<file path="src/rtl/pc_source_reg.sv">
// pc_source_reg: next-PC selector with an owned PC register.
//
// Picks the next PC from NUM_SRC candidate buses and holds it. A PC write
// requested during a stall is buffered and committed on the first
// non-stalled edge. Misaligned targets trap to EXC_VECTOR. Out-of-range
// selectors raise a sticky error.
//
// Ports:
//   clk         rising-edge clock
//   reset       synchronous active-low reset
//   selector    source index
//   data_in     candidate buses; source k is data_in[k*WIDTH +: WIDTH]
//   pc_write    load request this cycle
//   stall       blocks the PC update; a request made during a stall is buffered
//   err_clear   clears illegal_sel
//   pc_out      current PC
//   pc_prev     PC before the last successful update, traps included
//   pending     a buffered request is waiting
//   illegal_sel sticky: a request used selector >= NUM_SRC
//   misalign    one-cycle pulse when a trap is taken
//   bad_addr    offending target of the last trap
module pc_source_reg #(
  parameter int unsigned       WIDTH       = 32,
  parameter int unsigned       NUM_SRC     = 5,
  parameter int unsigned       SEL_W       = 3,
  parameter logic [WIDTH-1:0]  RESET_PC    = 32'h0000_0000,
  parameter logic [WIDTH-1:0]  EXC_VECTOR  = 32'h0000_00FF,
  parameter bit                ALIGN_CHECK = 1'b1
) (
  input  logic                     clk,
  input  logic                     reset,
  input  logic [SEL_W-1:0]         selector,
  input  logic [NUM_SRC*WIDTH-1:0] data_in,
  input  logic                     pc_write,
  input  logic                     stall,
  input  logic                     err_clear,
  output logic [WIDTH-1:0]         pc_out,
  output logic [WIDTH-1:0]         pc_prev,
  output logic                     pending,
  output logic                     illegal_sel,
  output logic                     misalign,
  output logic [WIDTH-1:0]         bad_addr
);

  // One extra bit so NUM_SRC == 2**SEL_W is representable.
  localparam logic [SEL_W:0] NumSrcW = (SEL_W+1)'(NUM_SRC);

  function automatic logic sel_ok(input logic [SEL_W-1:0] s);
    return {1'b0, s} < NumSrcW;
  endfunction

  logic [WIDTH-1:0] pc_q, pc_d;
  logic [WIDTH-1:0] prev_q, prev_d;
  logic             pending_q, pending_d;
  logic             illegal_q, illegal_d;
  logic             misalign_q, misalign_d;
  logic [WIDTH-1:0] bad_q, bad_d;
  logic [SEL_W-1:0] pend_sel_q, pend_sel_d;
  logic [WIDTH-1:0] pend_val_q, pend_val_d;

  logic [WIDTH-1:0] live_val;
  logic             req;
  logic [SEL_W-1:0] eff_sel;
  logic [WIDTH-1:0] eff_val;

  // Live slice for the current selector; zero when out of range.
  always_comb begin
    live_val = '0;
    for (int k = 0; k < NUM_SRC; k++) begin
      if (selector == SEL_W'(k)) live_val = data_in[k*WIDTH +: WIDTH];
    end
  end

  // Effective request in a run cycle: live write beats the buffered one.
  always_comb begin
    req     = 1'b0;
    eff_sel = selector;
    eff_val = live_val;
    if (pc_write) begin
      req = 1'b1;
    end else if (pending_q) begin
      req     = 1'b1;
      eff_sel = pend_sel_q;
      eff_val = pend_val_q;
    end
  end

  always_comb begin
    pc_d       = pc_q;
    prev_d     = prev_q;
    pending_d  = pending_q;
    illegal_d  = illegal_q;
    misalign_d = 1'b0;
    bad_d      = bad_q;
    pend_sel_d = pend_sel_q;
    pend_val_d = pend_val_q;

    // Clear first so a same-cycle illegal request wins.
    if (err_clear) illegal_d = 1'b0;

    if (stall) begin
      if (pc_write) begin
        if (sel_ok(selector)) begin
          pend_val_d = live_val;
          pend_sel_d = selector;
          pending_d  = 1'b1;
        end else begin
          illegal_d = 1'b1;
        end
      end
    end else begin
      pending_d = 1'b0;
      if (req) begin
        if (!sel_ok(eff_sel)) begin
          illegal_d = 1'b1;
        end else if (ALIGN_CHECK && (eff_val[1:0] != 2'b00)) begin
          pc_d       = EXC_VECTOR;
          prev_d     = pc_q;
          bad_d      = eff_val;
          misalign_d = 1'b1;
        end else begin
          pc_d   = eff_val;
          prev_d = pc_q;
        end
      end
    end
  end

  always_ff @(posedge clk) begin
    if (!reset) begin
      pc_q       <= RESET_PC;
      prev_q     <= RESET_PC;
      pending_q  <= 1'b0;
      illegal_q  <= 1'b0;
      misalign_q <= 1'b0;
      bad_q      <= '0;
      pend_sel_q <= '0;
      pend_val_q <= '0;
    end else begin
      pc_q       <= pc_d;
      prev_q     <= prev_d;
      pending_q  <= pending_d;
      illegal_q  <= illegal_d;
      misalign_q <= misalign_d;
      bad_q      <= bad_d;
      pend_sel_q <= pend_sel_d;
      pend_val_q <= pend_val_d;
    end
  end

  assign pc_out      = pc_q;
  assign pc_prev     = prev_q;
  assign pending     = pending_q;
  assign illegal_sel = illegal_q;
  assign misalign    = misalign_q;
  assign bad_addr    = bad_q;

endmodule

</file>
<file path="config.mk">
export PLATFORM = sky130hd
export DESIGN_NAME = pc_source_reg
export DESIGN_NICKNAME = d
export VERILOG_FILES = /design/src/rtl/pc_source_reg.sv
export SDC_FILE = /design/constraint.sdc
export NUM_CORES = 1
export LEC_CHECK = 0
export BUFFER_PORTS_ARGS = -buffer_cell sky130_fd_sc_hd__buf_2
export CORE_ASPECT_RATIO = 1.25
export CORE_MARGIN = 3
export CORE_UTILIZATION = 40
export CTS_BUF_LIST = sky130_fd_sc_hd__clkbuf_8
export DETAILED_ROUTE_END_ITERATION = 16
export PLACE_DENSITY_LB_ADDON = 0.08
export REMOVE_ABC_BUFFERS = 1
export SKIP_LAST_GASP = 1
export SYNTH_ARGS = -nofsm -noshare
export SYNTH_HDL_FRONTEND = slang
export SYNTH_SLANG_ARGS = --single-unit
</file>
<file path="constraint.sdc">
create_clock -name clk -period 3.7 [get_ports clk]
set_clock_uncertainty 0.05 [all_clocks]
set_input_delay 0.37 -clock clk [delete_from_list [all_inputs] [get_ports clk]]
set_output_delay 0.37 -clock clk [all_outputs]
set_load 0.02 [all_outputs]
</file>
=== Word-level counts from Yosys, hierarchy flattened ===
Index checks and enable logic that the tools add are counted.

* Magnitude comparators: 2
* Equality and inequality tests: 4
* Muxes and demuxes: 19
* Bitwise logic cells: 4
* Reduce and logical (&&, ||, !) cells: 8

{| class="wikitable"
|+ Operators by type and width
! kind !! number
|-
| $mux 32 || 8
|-
| $mux 1 || 9
|-
| $eq 3x2->1 const B || 2
|-
| $lt 3x3->1 const B || 2
|-
| $mux 3 || 2
|-
| $reduce_and 3->1 || 2
|-
| $not 1->1 || 4
|-
| $reduce_and 2->1 || 2
|-
| $reduce_and 4->1 || 1
|-
| $reduce_or 4->1 || 1
|-
| $eq 3x1->1 const B || 1
|-
| $eq 3x3->1 const B || 1
|-
| $logic_not 3->1 || 1
|-
| $reduce_bool 2->1 || 1
|}

* Flip-flop bits (word level): 134
* Bits of input ports: 168
* Output and inout bits: 99

=== Depth between registers and ports, before layout ===
Gate-level depths: netlist of run 1.

* Word-level depth: 10
* Depth in mapped cells: 9
* Mapped depth without buffers: 6

=== Worst setup path after synthesis of run 1 ===
No wires, ideal clock.

* Path type: input to register
* From: in selector[0]
* To: reg pc_q[2], in the netlist pc_out[2]
* Library setup time: 119 ps
* Arrival time: 1882 ps
* Setup slack: 1650 ps
* Stages: 7
* Buffers on the path: 2
* Cell sequence: buf_2 buf_2 mux4_2 a22o_1 nor2_1 nor2_1 o221a_2

* Longest elaborated chain between the ends: 10
* Elaborated cells between the ends (all ways): 18
* Those cells by class: order compare: 1; eq/ne: 4; mux: 10; reduce/logical: 3

{| class="wikitable"
|+ Ends and longest elaborated chain
! element !! line !! source
|-
| start: declaration || 32 || <nowiki>input logic [SEL_W-1:0] selector,</nowiki>
|-
| $logic_not 3->1 || 70 || <nowiki>if (selector == SEL_W'(k)) live_val = data_in[k*WIDTH +: WIDTH];</nowiki>
|-
| $mux 32 (5 in a row) || 70 ||
|-
| $mux 32 || 81 || <nowiki>end else if (pending_q) begin</nowiki>
|-
| $mux 32 || 79 || <nowiki>if (pc_write) begin</nowiki>
|-
| $reduce_bool 2->1 || 116 || <nowiki>end else if (ALIGN_CHECK && (eff_val[1:0] != 2'b00)) begin</nowiki>
|-
| $mux 32 || 116 ||
|-
| end signal: assignment || 140 || <nowiki>pc_q <= pc_d;</nowiki>
|-
| end: declaration || 52 || <nowiki>logic [WIDTH-1:0] pc_q, pc_d;</nowiki>
|}

Several ways; a longest one is shown, not always the timed one.
A chain may end at the register's enable or synchronous reset.

=== Final worst setup path of run 1 ===
* From: reg pending_q, in the netlist pending
* To: reg bad_q[24], in the netlist bad_addr[24]

* Longest elaborated chain between the ends: 4
* Elaborated cells between the ends (all ways): 9
* Those cells by class: order compare: 1; mux: 6; reduce/logical: 2

{| class="wikitable"
|+ Ends and longest elaborated chain
! element !! line !! source
|-
| start: declaration || 54 || <nowiki>logic pending_q, pending_d;</nowiki>
|-
| start signal: assignment || 142 || <nowiki>pending_q <= pending_d;</nowiki>
|-
| $mux 3 or $mux 32 (tied branches) || 81 ||
|-
| $mux 3 or $mux 32 (tied branches) || 79 ||
|-
| $lt 3x3->1 or $reduce_bool 2->1 (tied branches) || 49, 116 ||
|-
| $reduce_and 4->1 (no source line) || n/a ||
|-
| end signal: assignment || 136 || <nowiki>bad_q <= '0;</nowiki>
|-
| end signal: assignment || 145 || <nowiki>bad_q <= bad_d;</nowiki>
|-
| end: declaration || 57 || <nowiki>logic [WIDTH-1:0] bad_q, bad_d;</nowiki>
|}

Several ways; a longest one is shown, not always the timed one.

==> metrics.log, run 1 <==
[metrics] number of standard-cell rows in the floorplan: 50
[metrics] final routed wirelength across all metal layers: between 15000 and 20000 um
[metrics] count of endpoints failing setup in the final report: 0
[metrics] Final Hold Violating Endpoints: 0
[metrics] area growth from synthesis to layout: 31.0%
[metrics] CTS sink count: 132
[metrics] critical-path maximum fanout: 37
[metrics] hold-fix buffer count after cts: 0
[metrics] required time of the critical path: 4.01 ns
[metrics] YS warnings: 0
[metrics] Placed Instance Area: 0.00773 mm2
[metrics] fraction of the yosys area taken by sequential cells: roughly 42%
[metrics] number of nets in the layout: ~1100
[metrics] switching pwr: 877 uW
[metrics] floorplan die width: between 100 and 150 um
[metrics] cell count after synthesis: 694
[metrics] drt via density: 5.22
[metrics] die footprint: 0.0172 mm2
[metrics] total via count after detailed routing: 5989
[metrics] Starting Density: 41.3%
[metrics] static leakage: 0.00381 uW
[metrics] CTS buffer count: 17
[metrics] gr ovfl total: 0
[metrics] Post-CTS Resized: 0
[metrics] summed instance area of the synthesized netlist: 0.00626 mm2
[metrics] Buffers on Ports: 266
[metrics] worst supply voltage drop on vdd: 199 uV
[metrics] fraction of power consumed by sequential logic: 43.6%
[metrics] Clk pin slew, worst setup/hold paths: 0.08 ns
[metrics] headroom to the max-slew limit: 49.9%
[metrics] post-CTS setup buffer count: 0
[metrics] switching share of power: 25.5%
[metrics] power density cells: 420 mW/mm2
[metrics] delay of the slowest cell on the worst path: around 0.44 ns
[metrics] cell count of the worst hold path: 3
[metrics] launching element type of the critical path: flop
[metrics] Setup Total Neg Slack: 0 ns
[metrics] RSZ-0062 raised after global routing: no
[metrics] fraction of layout cells with a size suffix above 1: around 38%
[metrics] Internal Power: ~2600 uW
[metrics] critical path class: flop to flop
[metrics] worst skew pair latency: approximately 0.44 ns
[metrics] number of nets with antenna violations after detailed routing: 0
[metrics] EDFF count, synth: 0
[metrics] data arrival time of the critical path: about 2.6 ns
[metrics] Clock Power Share: 41.6%
[metrics] post-detailed-placement half-perimeter wirelength: 13300 um
[metrics] number of buffers between clock root and the deepest sink: 2
[metrics] count of cells along the worst register-to-register path: 8
[metrics] number of DRC violations after detailed routing: 0
[metrics] number of register bits inferred by synthesis: 132
[metrics] count of cell types in the netlist: 40
[metrics] root buffer selected by CTS: sky130_fd_sc_hd__clkbuf_8
[metrics] min Tclk post-route: roughly 2.3 ns
[metrics] clock tree from TritonCTS: built
[metrics] Chip Height: 146 um
[metrics] share of the clock period used by the worst path after layout: 61.6%
[metrics] global-route wire length before repair: 30700 um
[metrics] all-layer global routing usage: 21.9%
[metrics] number of primary I/O pins: between 200 and 300
[metrics] combinational power share: between 10% and 20%
[metrics] detailed-routing iteration count for the pre-antenna-repair pass: 5
[metrics] total of max-cap violations: 0
[metrics] PnR Total Power: between 3000 and 4000 uW
[metrics] average instance area after synthesis: 9.02 um2
[metrics] mean routed wirelength per cell: 16.5 um
[metrics] count of inserted antenna diode cells: 0
[metrics] most prevalent standard cell on the critical path: sky130_fd_sc_hd__buf_4
[metrics] Max Freq: 439 MHz
[metrics] Clock H-tree levels: 4
[metrics] flip-flop cell with the highest count after synthesis: sky130_fd_sc_hd__dfxtp_1
[metrics] initial drt markers: 295
[metrics] category of the worst setup path capture point: flop
[metrics] worst min-delay path category: input pin to flop
[metrics] antenna violations before repair: 0
[metrics] Max stage delay cell, worst path: sky130_fd_sc_hd__a21o_2
[metrics] max-slew violations: 0
[metrics] Slew @ Worst Pin: about 0.75 ns
[metrics] final weighted congestion in routability-driven placement: a little under 0.8
[metrics] core area: 0.0151 mm2
[metrics] most common library cell in the layout ignoring fill and taps: sky130_fd_sc_hd__buf_2
[metrics] number of global-route vias before repair: 6104
[metrics] maximum number of pins on one net before global-route repair: 87
[metrics] result of the run: finished, final reports clean
[metrics] share of async-settable or async-resettable flops after synthesis: 0%
[metrics] Cell Chain, Critical Path: nor2b_1 -> buf_4 -> nand2_1 -> a21o_2 -> a31oi_4 -> buf_4 -> nand3_1 -> o21ai_0
[metrics] final non-filler cell area: 0.00820 mm2
[metrics] most frequent cells in the layout: sky130_fd_sc_hd__buf_2 (265), sky130_fd_sc_hd__dfxtp_1 (132), sky130_fd_sc_hd__nand2_1 (130)
[layout make-up]
type | instances | area [um2]
clock buffers | 17 | 234
clock inverters | 14 | 236
fillers | 1447 | 6940
inverters | 1 | 3.75
multi-input cells | 494 | 3350
flip-flops and latches | 132 | 2640
well taps | 208 | 260
repair buffers | 281 | 1470
[per-stage QoR]
stage / hold WS (ns) / utilization [%] / setup WS [ns] / std cells
after CTS: 0.137 / 54.2 / 1.39 / 1147
after detailed placement: 0.395 / 51.0 / 1.03 / 1116
final: 0.170 / 54.2 / 1.42 / 1147
after floorplan: 0.390 / - / -0.0381 / 627
after global routing: 0.139 / 54.2 / 1.21 / 1147
after global placement: 0.393 / 51.0 / 1.14 / 1116
[metal layers]
metal | vias to the layer above | GRT usage, % | share of wire [%]
met5 | - | 0 | 0
met4 | 0 | 6.92 | 1.8
met3 | 27 | 6.07 | 6.3
met2 | 215 | 37.6 | 49
met1 | 2803 | 26.5 | 43
li1 | 2944 | - | -
[flip-flops by register name, indices dropped and copies added, names as in the netlist]
signal       flops
pend_sel_q       3
pc_prev         31
misalign         1
pend_val_q      32
pending          1
illegal_sel      1
bad_addr        32
pc_out          31
[cell usage after synthesis (all sizes together) (2+ instances only)]
cell type  number  area (um2)
o21ai          44         220
and2            2        12.5
nand2b          4        25.0
dfxtp         132        2640
o211a          25         250
o211ai          2        20.0
nand2         130         488
a22o            6        52.6
or2             2        12.5
a22oi          48         390
clkbuf         43         161
buf            24         140
mux4           30         676
nor2b          26         163
a21boi         36         270
o311ai          2        25.0
nor3b           2        20.0
a21oi          29         145
o221a           6        67.6
nand3          31         155
nor2           58         218
mux2i           3        30.0
[cell families after synthesis]
| kind of cell | synth area share, % |
|---|---|
| buf+inv | 4.88 |
| flops | 42.2 |
| mux | 11.3 |
| compound gates | 23.6 |
| simple gates | 18.0 |
[critical path, delay by kind of cell, from the launching register on]
family,cells,cell delay [ns]
buffers and inverters,2,0.57
DFF,1,0.39
and+or+nand+nor,3,0.41
AOI/OAI and AO/OA,3,0.77
[worst paths after layout]
check | start | end | slack, ns
setup / recovery | pending$_SDFFE_PN0P_ | bad_addr[24]$_SDFFE_PN0P_ | 1.42
hold / removal | err_clear | illegal_sel$_SDFF_PN0_ | 0.17
setup reg to reg | pending$_SDFFE_PN0P_ | bad_addr[24]$_SDFFE_PN0P_ | 1.42
hold reg to reg | bad_addr[17]$_SDFFE_PN0P_ | bad_addr[17]$_SDFFE_PN0P_ | 0.41
[power by group through the flow]
stage	Combinational [uW]	Clock, uW	Sequential, uW
after floorplan	236	0	1560
after global placement	500	0	1530
after detailed placement	511	0	1530
after CTS	513	1470	1500
after global routing	561	1530	1510
final	509	1430	1500
(Power assumes the default switching activity.)
==> run 2: changes to the inputs <==
- ABC_AREA: unset -> 1
- clock period: 3.7 -> 2.2 ns (I/O delays scaled with it)
==> run 2 against run 1 <==
Register-to-register slack got worse by 1.2 ns. Area after synthesis up 6.5%. Sequential share of layout area shrank 1.3 points. Critical path type unchanged.
==> metrics.log, run 2 <==
[metrics] Clock H-tree levels: 4
[metrics] Slew @ Worst Pin: ~0.6 ns
[metrics] worst setup slack before clock tree synthesis: between 0.2 and 0.25 ns
[metrics] CTS buffer count: 17
[metrics] list of most frequent post-synthesis cells: sky130_fd_sc_hd__nand2_1 (323), sky130_fd_sc_hd__dfxtp_1 (132), sky130_fd_sc_hd__inv_1 (92)
[metrics] biggest area contributors in the synthesized netlist: sky130_fd_sc_hd__dfxtp_1 (40%), sky130_fd_sc_hd__nand2_1 (18%), sky130_fd_sc_hd__nand4_1 (6.1%)
[metrics] post-detailed-placement half-perimeter wirelength: 15800 um
[metrics] Post-CTS Resized: 0
[metrics] Hold Worst Slack: 0.0674 ns
[metrics] RSZ-0062 raised after global routing: no
[metrics] number of standard-cell rows in the floorplan: 52
[metrics] final weighted congestion in routability-driven placement: roughly 0.84
[metrics] hold-fix buffer count after cts: 0
[metrics] area share of the largest cell type after synthesis: 39.6%
[metrics] antenna violations before repair: 1
[metrics] flip-flop cell with the highest count after synthesis: sky130_fd_sc_hd__dfxtp_1
[metrics] non-filler cells, final: about 1500
[metrics] number of buffers between clock root and the deepest sink: 2
[metrics] reg-to-reg setup timing slack: 0.22 ns
[metrics] share of the clock period used by the worst path after layout: between 80% and 90%
[metrics] data arrival time of the critical path: 2.31 ns
[metrics] Max Freq: 506 MHz
[metrics] all-layer global routing usage: 23.8%
[metrics] worst skew pair latency: 0.44 ns
[metrics] launching element type of the critical path: flop
[metrics] category of the worst setup path capture point: flop
[metrics] number of primary I/O pins: 267
[metrics] final routed wirelength across all metal layers: about 22000 um
[metrics] die footprint: roughly 0.018 mm2
[metrics] cell count after synthesis: 1008
[metrics] post-CTS setup buffer count: 0
[metrics] total of max-cap violations: 0
[metrics] max-slew violations: 0
[metrics] count of cell types in the netlist: 26
[metrics] critical-path maximum fanout: 11
[metrics] gr ovfl total: 0
[metrics] total via count after detailed routing: approximately 7300
[metrics] area growth from synthesis to layout: 28.1%
[metrics] Final Hold Violating Endpoints: 0
[metrics] maximum number of pins on one net before global-route repair: 85
[metrics] static leakage: between 0.004 and 0.005 uW
[metrics] post-layout worst setup margin: 0.223 ns
[metrics] PnR Total Power: 5330 uW
[metrics] result of the run: finished, final reports clean
[metrics] Cell Chain, Critical Path: inv_2 -> nor2_4 -> buf_4 -> o211ai_1 -> nand2_1 -> nor4_4 -> buf_4 -> nand4_1 -> nand2_1
[metrics] average instance area after synthesis: about 6.6 um2
[metrics] Chip Height: 150 um
[metrics] clock tree from TritonCTS: built
[metrics] root buffer selected by CTS: sky130_fd_sc_hd__clkbuf_8
[metrics] Starting Density: 41.0%
[metrics] EDFF count, synth: 0
[metrics] CTS sink count: 132
[metrics] number of nets with antenna violations after detailed routing: 0
[metrics] mean routed wirelength per cell: 14.8 um
[metrics] drt via density: slightly below 5
[metrics] floorplan die width: 121 um
[metrics] cell with the most instances after synthesis: sky130_fd_sc_hd__nand2_1
[metrics] most frequent cells in the layout: sky130_fd_sc_hd__nand2_1 (323), sky130_fd_sc_hd__buf_2 (266), sky130_fd_sc_hd__dfxtp_1 (132)
[metrics] fraction of layout cells with a size suffix above 1: 28.6%
[metrics] Fillers: 1802
[metrics] number of nets in the layout: 1424
[metrics] Buffers on Ports: about 270
[metrics] power density cells: 624 mW/mm2
[metrics] number of DRC violations after detailed routing: 0
[metrics] number of placed instances with taps included: 1453
[metrics] Max stage delay cell, worst path: sky130_fd_sc_hd__nor4_4
[metrics] most common library cell in the layout ignoring fill and taps: sky130_fd_sc_hd__nand2_1
[metrics] number of register bits inferred by synthesis: around 130
[metrics] YS warnings: 0
[metrics] worst min-delay path category: input pin to flop
[metrics] Clk pin slew, worst setup/hold paths: 0.07 ns
[metrics] share of async-settable or async-resettable flops after synthesis: 0%
[metrics] initial drt markers: 450
[metrics] share of the core filled with cells in the final layout: 52.5%
[metrics] count of inserted antenna diode cells: 0
[metrics] number of global-route vias before repair: 6545
[metrics] fraction of the yosys area taken by sequential cells: 39.6%
[metrics] summed instance area of the synthesized netlist: 0.00667 mm2
[metrics] library cell occupying the most area in the post-synthesis netlist: sky130_fd_sc_hd__dfxtp_1
[metrics] global-route wire length before repair: 34100 um
[metrics] worst supply voltage drop on vdd: 253 uV
[metrics] core area: 0.0163 mm2
[metrics] detailed-routing iteration count for the pre-antenna-repair pass: 4
[metrics] required time of the critical path: 2.53 ns
[metrics] min Tclk post-route: 1.98 ns
[metrics] critical path class: flop to flop
[metrics] headroom to the max-slew limit: roughly three fifths
[metrics] count of endpoints failing setup in the final report: 0
[metrics] delay of the slowest cell on the worst path: 0.45 ns
[run 2: metrics by stage]
stage	TNS (ns)	cell area [um2]
2_1_floorplan	-90.00	6330
3_3_place_gp	0	8220
3_5_place_dp	0	8220
4_1_cts	0	8540
5_1_grt	0	8540
6_report	0	8540
[run 2: where the power goes]
part,switching (uW),total [uW],internal [uW]
Sequential,70.1,2580,2510
Combinational,654,1040,389
Clock,928,1700,775
Total,1650,5330,3680
[run 2: worst max-delay path: cells and delay by family (launching register included)]
kind / cells / cell delay, ns
flip-flops: 1 / 0.34
AND/OR/NAND/NOR: 5 / 0.85
buffers and inverters: 3 / 0.56
AO/OA/AOI/OAI: 1 / 0.12
[run 2: layer usage]
| layer | vias to the layer above | GRT usage, % | routed length [um] |
|---|---|---|---|
| met1 | 3278 | 28.9 | 9110 |
| met3 | 25 | 5.90 | 1400 |
| li1 | 3762 | - | - |
| met2 | 183 | 41.5 | 11100 |
| met5 | - | 0 | 7 |
| met4 | 2 | 7.29 | 315 |
[run 2: layout make-up]
cell class	count	area [um2]	share of cell area (%)
Timing Repair Buffer	295	1600	18.7
Tap cell	216	270	3.16
Clock inverter	13	71.3	0.835
Multi-Input combinational cell	711	3340	39.1
Sequential cell	132	2640	30.9
Inverter	99	373	4.37
Clock buffer	18	248	2.90
[run 2: cell families (layout without fill, tap and decap cells)]
logic type      after synthesis  in the layout  synth area share (%)
compound gates              151            151                  13.1
buf+inv                     165            425                  10.6
flops                       132            132                  39.6
simple gates                560            560                  36.7
[run 2: final timing paths]
kind,end,cells after the start,from
setup / recovery,bad_addr[12]$_SDFFE_PN0P_,9,pending$_SDFFE_PN0P_
hold / removal,pending$_SDFFE_PN0P_,3,stall
setup reg to reg,bad_addr[12]$_SDFFE_PN0P_,9,pending$_SDFFE_PN0P_
hold reg to reg,pc_prev[7]$_SDFFE_PN0P_,2,pc_prev[7]$_SDFFE_PN0P_
